$ cat src/rtl/quarter_ctrl_pkg.sv
`default_nettype none
// ============================================================================
// Module      : quarter_ctrl_pkg
// Description : Shared types and encoding helpers for the quarter_unit
//               sequencing controller.
// Revision    : 1.0 - initial release
// ============================================================================
package quarter_ctrl_pkg;

    // Bit 0 set: A is a full 4-bit operand; bit 1 set: B is a full 4-bit operand.
    typedef enum logic [1:0] {
        MODE_2X2   = 2'd0,
        MODE_4AX2B = 2'd1,
        MODE_2AX4B = 2'd2,
        MODE_4X4   = 2'd3
    } mode_e;

    typedef enum logic [1:0] {
        ST_IDLE  = 2'd0,
        ST_RUN   = 2'd1,
        ST_DRAIN = 2'd2,
        ST_DONE  = 2'd3
    } state_e;

    // Returns {sft_ctrl_3[1:0], sft_ctrl_2, sft_ctrl_1}.
    function automatic logic [3:0] sft_ctrl_enc(input mode_e mode);
        logic [3:0] enc;
        case (mode)
            MODE_2X2:   enc = 4'b0000;
            MODE_4AX2B: enc = 4'b0101;
            MODE_2AX4B: enc = 4'b0110;
            default:    enc = 4'b1011;
        endcase
        return enc;
    endfunction

    // Returns {qu_sa[1:0], qu_sb[1:0]}; a wide operand only flags its top slice.
    function automatic logic [3:0] slice_sign(input mode_e mode, input logic sa, input logic sb);
        logic [1:0] sa_vec;
        logic [1:0] sb_vec;
        sa_vec = mode[0] ? {sa, 1'b0} : {sa, sa};
        sb_vec = mode[1] ? {sb, 1'b0} : {sb, sb};
        return {sa_vec, sb_vec};
    endfunction

endpackage
`default_nettype wire

$ cat src/rtl/qu_lane_reduce.sv
`default_nettype none
// ============================================================================
// Module      : qu_lane_reduce
// Description : Extracts, extends and sums the quarter_unit lane products.
// Revision    : 1.0 - initial release
// ============================================================================
module qu_lane_reduce
    import quarter_ctrl_pkg::*;
#(
    parameter int ACC_W = 32
) (
    input  logic [15:0]      qu_out,
    input  mode_e            mode,
    input  logic             sgn,
    output logic [ACC_W-1:0] lane_sum
);

    function automatic logic [ACC_W-1:0] ext4(input logic [3:0] f, input logic s);
        return {{(ACC_W-4){s & f[3]}}, f};
    endfunction

    function automatic logic [ACC_W-1:0] ext8(input logic [7:0] f, input logic s);
        return {{(ACC_W-8){s & f[7]}}, f};
    endfunction

    function automatic logic [ACC_W-1:0] ext16(input logic [15:0] f, input logic s);
        return {{(ACC_W-16){s & f[15]}}, f};
    endfunction

    always_comb begin
        lane_sum = '0;
        case (mode)
            MODE_2X2:   lane_sum = ext4(qu_out[3:0], sgn)  + ext4(qu_out[7:4], sgn)
                                 + ext4(qu_out[11:8], sgn) + ext4(qu_out[15:12], sgn);
            MODE_4AX2B,
            MODE_2AX4B: lane_sum = ext8(qu_out[7:0], sgn) + ext8(qu_out[15:8], sgn);
            default:    lane_sum = ext16(qu_out, sgn);
        endcase
    end

endmodule
`default_nettype wire

$ cat src/rtl/quarter_mac_ctrl.sv
`default_nettype none
// ============================================================================
// Module      : quarter_mac_ctrl
// Description : Streams operand words through one quarter_unit and accumulates
//               the reduced lane products into a dot-product result.
// Revision    : 1.0 - initial release
// ============================================================================
module quarter_mac_ctrl
    import quarter_ctrl_pkg::*;
#(
    parameter int LEN_W  = 10,
    parameter int ACC_W  = 32,
    parameter int QU_LAT = 1
) (
    input  logic             clk,
    input  logic             rst,
    input  logic             cfg_valid,
    output logic             cfg_ready,
    input  logic [1:0]       cfg_mode,
    input  logic             cfg_sa,
    input  logic             cfg_sb,
    input  logic [LEN_W-1:0] cfg_len,
    input  logic             op_valid,
    output logic             op_ready,
    input  logic [3:0]       op_a,
    input  logic [3:0]       op_b,
    output logic [3:0]       qu_a,
    output logic [3:0]       qu_b,
    output logic [1:0]       qu_sa,
    output logic [1:0]       qu_sb,
    output logic             qu_sft_ctrl_1,
    output logic             qu_sft_ctrl_2,
    output logic [1:0]       qu_sft_ctrl_3,
    input  logic [15:0]      qu_out,
    output logic             res_valid,
    input  logic             res_ready,
    output logic [ACC_W-1:0] res_data,
    output logic             busy
);

    state_e            r_state;
    state_e            w_state_next;
    mode_e             r_mode;
    logic              r_sgn;
    logic [LEN_W-1:0]  r_len;
    logic [LEN_W-1:0]  r_issued;
    logic [QU_LAT-1:0] r_vsr;
    logic [QU_LAT-1:0] w_vsr_next;
    logic [ACC_W-1:0]  r_acc;
    logic [ACC_W-1:0]  w_lane_sum;
    logic              w_cfg_fire;
    logic              w_op_fire;
    logic              w_last_issue;

    assign w_cfg_fire   = cfg_valid && cfg_ready;
    assign w_op_fire    = op_valid && op_ready;
    assign w_last_issue = w_op_fire && (r_issued == r_len - LEN_W'(1));
    assign res_data     = r_acc;

    // Valid tracker: index 0 is the issue end, QU_LAT-1 lines up with qu_out.
    generate
        if (QU_LAT == 1) begin : g_vsr_single
            assign w_vsr_next = w_op_fire;
        end else begin : g_vsr_multi
            assign w_vsr_next = {r_vsr[QU_LAT-2:0], w_op_fire};
        end
    endgenerate

    always_ff @(posedge clk or posedge rst) begin
        if (rst) begin
            r_state <= ST_IDLE;
        end else begin
            r_state <= w_state_next;
        end
    end

    // DRAIN exits on the edge that retires the last product, so res_valid
    // follows the final accumulate with no dead cycle.
    always_comb begin
        w_state_next = r_state;
        case (r_state)
            ST_IDLE:  if (cfg_valid) w_state_next = (cfg_len == '0) ? ST_DONE : ST_RUN;
            ST_RUN:   if (w_last_issue) w_state_next = ST_DRAIN;
            ST_DRAIN: if (w_vsr_next == '0) w_state_next = ST_DONE;
            ST_DONE:  if (res_ready) w_state_next = ST_IDLE;
            default:  w_state_next = ST_IDLE;
        endcase
    end

    always_comb begin
        cfg_ready = 1'b0;
        op_ready  = 1'b0;
        res_valid = 1'b0;
        busy      = 1'b1;
        case (r_state)
            ST_IDLE: begin
                cfg_ready = 1'b1;
                busy      = 1'b0;
            end
            ST_RUN:  op_ready  = 1'b1;
            ST_DONE: res_valid = 1'b1;
            default: ;
        endcase
    end

    always_ff @(posedge clk or posedge rst) begin
        if (rst) begin
            r_mode        <= MODE_2X2;
            r_sgn         <= 1'b0;
            r_len         <= '0;
            r_issued      <= '0;
            r_vsr         <= '0;
            r_acc         <= '0;
            qu_a          <= '0;
            qu_b          <= '0;
            qu_sa         <= '0;
            qu_sb         <= '0;
            qu_sft_ctrl_3 <= '0;
            qu_sft_ctrl_2 <= 1'b0;
            qu_sft_ctrl_1 <= 1'b0;
        end else begin
            qu_a  <= w_op_fire ? op_a : 4'd0;
            qu_b  <= w_op_fire ? op_b : 4'd0;
            r_vsr <= w_vsr_next;
            if (w_cfg_fire) begin
                r_mode   <= mode_e'(cfg_mode);
                r_sgn    <= cfg_sa | cfg_sb;
                r_len    <= cfg_len;
                r_issued <= '0;
                r_acc    <= '0;
                {qu_sft_ctrl_3, qu_sft_ctrl_2, qu_sft_ctrl_1} <= sft_ctrl_enc(mode_e'(cfg_mode));
                {qu_sa, qu_sb} <= slice_sign(mode_e'(cfg_mode), cfg_sa, cfg_sb);
            end else begin
                if (w_op_fire) begin
                    r_issued <= r_issued + LEN_W'(1);
                end
                if (r_vsr[QU_LAT-1]) begin
                    r_acc <= r_acc + w_lane_sum;
                end
            end
        end
    end

    qu_lane_reduce #(
        .ACC_W (ACC_W)
    ) u_lane_reduce (
        .qu_out   (qu_out),
        .mode     (r_mode),
        .sgn      (r_sgn),
        .lane_sum (w_lane_sum)
    );

endmodule
`default_nettype wire
$ cat config.mk
export PLATFORM = sky130hd
export DESIGN_NAME = quarter_mac_ctrl
export DESIGN_NICKNAME = d
export VERILOG_FILES = /design/src/rtl/quarter_ctrl_pkg.sv /design/src/rtl/qu_lane_reduce.sv /design/src/rtl/quarter_mac_ctrl.sv
export SDC_FILE = /design/constraint.sdc
export NUM_CORES = 1
export LEC_CHECK = 0
export BUFFER_PORTS_ARGS = -buffer_cell sky130_fd_sc_hd__buf_2
export CELL_PAD_IN_SITES_DETAIL_PLACEMENT = 1
export CELL_PAD_IN_SITES_GLOBAL_PLACEMENT = 1
export CORE_MARGIN = 2
export CORE_UTILIZATION = 48
export CTS_BUF_LIST = sky130_fd_sc_hd__clkbuf_4 sky130_fd_sc_hd__clkbuf_8 sky130_fd_sc_hd__clkbuf_16
export CTS_CLUSTER_DIAMETER = 60
export DETAILED_ROUTE_END_ITERATION = 8
export PLACE_DENSITY = 0.94
export SYNTH_ARGS = -nofsm -noshare
export SYNTH_HDL_FRONTEND = slang
export SYNTH_SLANG_ARGS = --single-unit
$ cat constraint.sdc
create_clock -name clk -period 10 [get_ports clk]
set_clock_uncertainty 0.05 [all_clocks]
set_input_delay 1.5 -clock clk [delete_from_list [all_inputs] [get_ports clk]]
set_output_delay 1.5 -clock clk [all_outputs]
set_load 0.03 [all_outputs]
Word level (Yosys, flattened, before mapping)

Index checks and enable logic that the tools add are counted.

Eq/ne operators: 12
Multiplexer cells: 20
Add/subtract/negate cells: 7
Bitwise logic cells: 5
Reduce and logical (&&, ||, !) cells: 11

Operator list:

| operator                                                              | count |
|---|---|
| 32-bit adder                                                          | 3 |
| 32-bit two-way mux                                                    | 2 |
| 32-bit case mux with 2 select lines                                   | 1 |
| 10-bit two-way mux                                                    | 2 |
| 4-bit case mux with 3 select lines                                    | 1 |
| 10-bit by 1-bit adder with 10-bit output, second input constant       | 1 |
| 9-bit by 9-bit adder with 10-bit output                               | 1 |
| 10-bit equality test                                                  | 1 |
| 10-bit zero test                                                      | 1 |
| 2-bit two-way mux                                                     | 5 |
| 10-bit by 1-bit subtractor with 10-bit output, second input constant  | 1 |
| 2-bit equality test, second input constant                            | 4 |
| 4-bit two-way mux                                                     | 2 |
| 2-bit != test, second input constant                                  | 4 |
| 2-bit case mux with 4 select lines                                    | 1 |
| 5-bit by 5-bit adder with 6-bit output                                | 1 |
| 2-bit by 1-bit equality test with 1-bit output, second input constant | 3 |
| 2-bit zero test                                                       | 3 |
| 1-bit two-way mux                                                     | 6 |
| 1-bit AND                                                             | 4 |
| 4-bit AND reduction                                                   | 1 |
| 2-bit nonzero test                                                    | 2 |
| 1-bit logical AND                                                     | 3 |
| 2-bit OR reduction                                                    | 1 |
| 1-bit bitwise OR                                                      | 1 |

Logic and storage cells: 69
Output and inout port bits: 52
Bits in registers: 74

Logic depth before layout (Yosys ltp)

Word-level depth: 8
Mapped depth: 28

Modules after synthesis

A second synthesis with hierarchy kept.

Cells, all modules: 709
Area, all modules: 6185.9 um^2

Modules (own cells, without submodules):

| module           | area each (um^2) | cells each | instances | seq. area each (um^2) |
|---|---|---|---|---|
| quarter_mac_ctrl | 4795.8           | 531        | 1         | 1851.8 |
| qu_lane_reduce   | 1390.1           | 178        | 1         | 0.0 |

Least setup slack after synthesis

Ideal clock, no wire load.

Kind: in2reg
From: input port qu_out[0]
To: register r_acc[30] (netlist: res_data[30])
Arrival: 6.900 ns
Stages on the path: 27
Path buffers: 0
Setup time: 0.140 ns
Setup slack: 2.909 ns
Path through: ha_1 > inv_1 > fa_1 > fa_1 > inv_1 > ha_1 > fa_1 > a21o_1 > a21oi_1 > nor2b_1 > o21ai_0 > nand2b_1 > inv_1 > fa_1 > inv_1 > fa_1 > nand2_1 > a21oi_1 > ha_1 > and3_1 > and3_1 > o21bai_1 > and2_1 > a21oi_1 > or2_2 > a2111oi_0 > a211oi_1

Longest elaborated chain between the ends: 7

Ends and longest elaborated chain:

| element                                | line                    | RTL |
|---|---|---|
| start, declared                        | quarter_mac_ctrl.sv:34  | `input logic [15:0] qu_out,` |
| 5-bit by 5-bit adder with 6-bit output | qu_lane_reduce.sv:33    | `MODE_2X2: lane_sum = ext4(qu_out[3:0], sgn) + ext4(qu_out[7:4], sgn)` |
| 32-bit adder (2 in a row)              | qu_lane_reduce.sv:34    | `+ ext4(qu_out[11:8], sgn) + ext4(qu_out[15:12], sgn);` |
| 32-bit case mux with 2 select lines *  | qu_lane_reduce.sv:32    | `case (mode)` |
| 32-bit adder *                         | quarter_mac_ctrl.sv:138 | `r_acc <= r_acc + w_lane_sum;` |
| 32-bit two-way mux *                   | quarter_mac_ctrl.sv:137 | `if (r_vsr[QU_LAT-1]) begin` |
| 32-bit two-way mux *                   | quarter_mac_ctrl.sv:125 | `if (w_cfg_fire) begin` |
| end signal, assigned                   | quarter_mac_ctrl.sv:138 |  |
| end, declared                          | quarter_mac_ctrl.sv:49  | `logic [ACC_W-1:0] r_acc;` |

Mark *: on every way between the ends. The rest lies on a longest branch, timed or not. The select of a mux whose other input is x is not followed.
A chain may end at the register's enable or synchronous reset.

Worst setup path after layout

Ends and elaborated chain as after synthesis.

==> impl_metrics.csv <==
group,metric,value,unit
sta,post-route-period-util,78.0,%
sta,hold_violations,0,
logic_synthesis,ys_ff_latch,74,
clocking,postCtsSetupRepairBufs,0,
clocking,cts.clk_slew.worst_paths,0.06,ns
cells_and_area,antennaDiodeCount,0,
logic_synthesis,syn_area,0.00667,mm2
logic_synthesis,synthCells,784,
sta,finalCriticalPeriod,7.80,ns
detailed_routing,ant_nets,0,
critical_path,crit_required,10.16,ns
critical_path,arrival,7.96,ns
critical_path,critPathMaxFanout,7,
clocking,cts_resized,0,
logic_synthesis,synth_warnings,0,
critical_path,startpoint_type,"input port",
worst_hold_path,hold_path.class,"flop to flop",
clocking,cts.sinks,74,
detailed_routing,vias,6192,
run,cap_violations,0,
placed_design,port_buffers,94,
critical_path,slowest_delay,0.53,ns
sta,timing.setup.tns,0,ns
critical_path,worst_setup_path_end_kind,"flop",
logic_synthesis,ys_seq_area_share,27.8,%
logic_synthesis,syn_nets,912,
global_route,grt_util_all_layers,28.2,%
sta,finalSetupViolations,0,
die,dieArea,0.0149,mm2
clocking,numCtsBuffers,9,
die,die_x,122,um
sta,hold_ws,0.423,ns
global_route,first_global_vias,6638,
detailed_routing,first_pass_iters,4,
cells_and_area,nets,995,
detailed_routing,drt_iter0_markers,311,
critical_path,crit_buf_inv,3,
cells_and_area,layout-drive-gt1-share,14.9,%
clocking,clock-root-buffer,"clkbuf_16",
die,start_util,48.6,%
global_route,grt_pass1_wl,32700,um
die,boundaryPins,95,
cells_and_area,num-fill-cells,1657,
sta,rsz0062_at_grt,"false",
cells_and_area,syn_to_final_growth,14.1,%
critical_path,cp_slowest_cell,"fa_1",
clocking,htree_levels,3,
critical_path,r2r_slack,3.53,ns
clocking,cts_buffer_depth,2,
sta,tightest_slew,1.05,ns
global_route,grt_start_max_net_pins,75,
cells_and_area,final_core_util,55.5,%
clocking,clk_latency,0.36,ns
sta,drv_slew,0,
placed_design,hpwl,15100,um
logic_synthesis,avgSynthCellArea,8.51,um2
global_route,antenna_found_initial,0,
critical_path,crit_family,"compound AO/OA/AOI/OAI gates",
sta,slew_headroom,29.9,%
logic_synthesis,synth-edff-count,0,
die,die_y,122,um
clocking,holdBufCountCts,0,
detailed_routing,drc,0,
die,rows,43,
logic_synthesis,async_flop_share,100,%
critical_path,criticalPathCategory,"input port to flop",
detailed_routing,avgRoutedWirePerCell,18.9,um
sta,fmax,0.128,GHz
detailed_routing,vias_per_cell,5.89,
run_status,status,"finished, final reports clean",
logic_synthesis,ys.flop_type,"dfrtp_1",
detailed_routing,routed_wl,19800,um
global_route,grt.overflow.total,0,
logic_synthesis,synth.distinct_cells,60,
clocking,cts_tree,"yes",
placed_design,globalplace.congestion,0.917,
die,coreArea,0.0137,mm2
per-layer routing:
metal / part of all wire, % / up-vias / wire length (um) / track usage [%]
met2: 50 / 141 / 9880 / 48.8
met5: 0 / - / 0 / 0
li1: - / 2935 / - / -
met1: 43 / 3072 / 8530 / 34.7
met3: 4.4 / 44 / 867 / 5.76
met4: 2.7 / 0 / 541 / 10.3
worst min-delay path, cell delays in order, from the launching register on:
cell	delay, ns
dfrtp_1	0.33
nand2_1	0.05
nand2_1	0.06
state kept, by name, indices dropped and copies added, names as in the netlist:
name	flops
qu_b	4
r_state	2
qu_a	4
qu_sa	2
res_data	32
qu_sft_ctrl_3	2
qu_sft_ctrl_2	1
r_issued	10
r_mode	2
r_vsr	1
qu_sft_ctrl_1	1
r_len	10
r_sgn	1
qu_sb	2
logic make-up after synthesis:
logic type / synth area share [%]
and+or+nand+nor: 20.6
AOI/OAI and AO/OA: 19.8
adders and majority gates: 18.4
DFF: 27.8
buffers and inverters: 4.16
xor gates and xnor gates: 6.30
muxes: 3.04
path summary, 6_finish.rpt:
path,startpoint,to,cells past startpoint
min in group asynchronous,rst,res_data[7]$_DFFE_PP0P_,3
setup / recovery,qu_out[0],res_data[30]$_DFFE_PP0P_,25
hold / removal,qu_sft_ctrl_2$_DFFE_PP0P_,qu_sft_ctrl_2$_DFFE_PP0P_,2
hold reg to reg,qu_sft_ctrl_2$_DFFE_PP0P_,qu_sft_ctrl_2$_DFFE_PP0P_,2
setup reg to reg,r_sgn$_DFFE_PP0P_,res_data[30]$_DFFE_PP0P_,21
max in group asynchronous,rst,res_data[12]$_DFFE_PP0P_,3
Yosys cell counts, types with 10 or more instances:
| library cell | instances | area (um2) |
|---|---|---|
| and2_1 | 14 | 87.6 |
| xnor2_1 | 27 | 236 |
| nor2b_1 | 12 | 75.1 |
| fa_1 | 22 | 440 |
| nor3_1 | 13 | 65.1 |
| inv_1 | 44 | 165 |
| nand2b_1 | 16 | 100 |
| mux2i_1 | 18 | 180 |
| nor2_1 | 52 | 195 |
| and3_1 | 15 | 93.8 |
| a21o_1 | 22 | 165 |
| nand2_1 | 98 | 368 |
| a211oi_1 | 14 | 105 |
| xor2_1 | 21 | 184 |
| a21oi_1 | 74 | 370 |
| ha_1 | 63 | 788 |
| clkbuf_1 | 23 | 86.3 |
| o21ai_0 | 53 | 265 |
| nand3_1 | 10 | 50.1 |
| dfrtp_1 | 74 | 1850 |
cell usage in the layout, fill, tap and decap left out, drive strengths merged, types with 15 or more instances in the layout:
master and count:
buf 99, nand2 98, a21oi 74, dfrtp 74
ha 63, o21ai 54, nor2 53, inv 44
xnor2 27, a21o 22, fa 22, xor2 21
mux2i 18, nand2b 17, and3 15
metrics by stage:
stage          instances  setup slack (ns)  instance area, um2
5_1_grt             1051              1.80                7620
6_report            1051              2.20                7620
3_5_place_dp        1036              1.98                7300
4_1_cts             1051              2.31                7620
3_3_place_gp        1036              2.41                7300
2_1_floorplan        784              2.91                6670
cell type report:
class                   count  area (um2)  area share, %
clock buffers               9         225           2.96
clock inverters             6        91.3           1.20
inverters                  45         170           2.23
multi-input cells         638        4540           59.7
flip-flops and latches     74        1850           24.3
well taps                 180         225           2.96
repair buffers             99         508           6.67
Power is left out: the tool's default activity adds up to more than one toggle a clock period on the data nets, which glitch-free logic cannot reach.
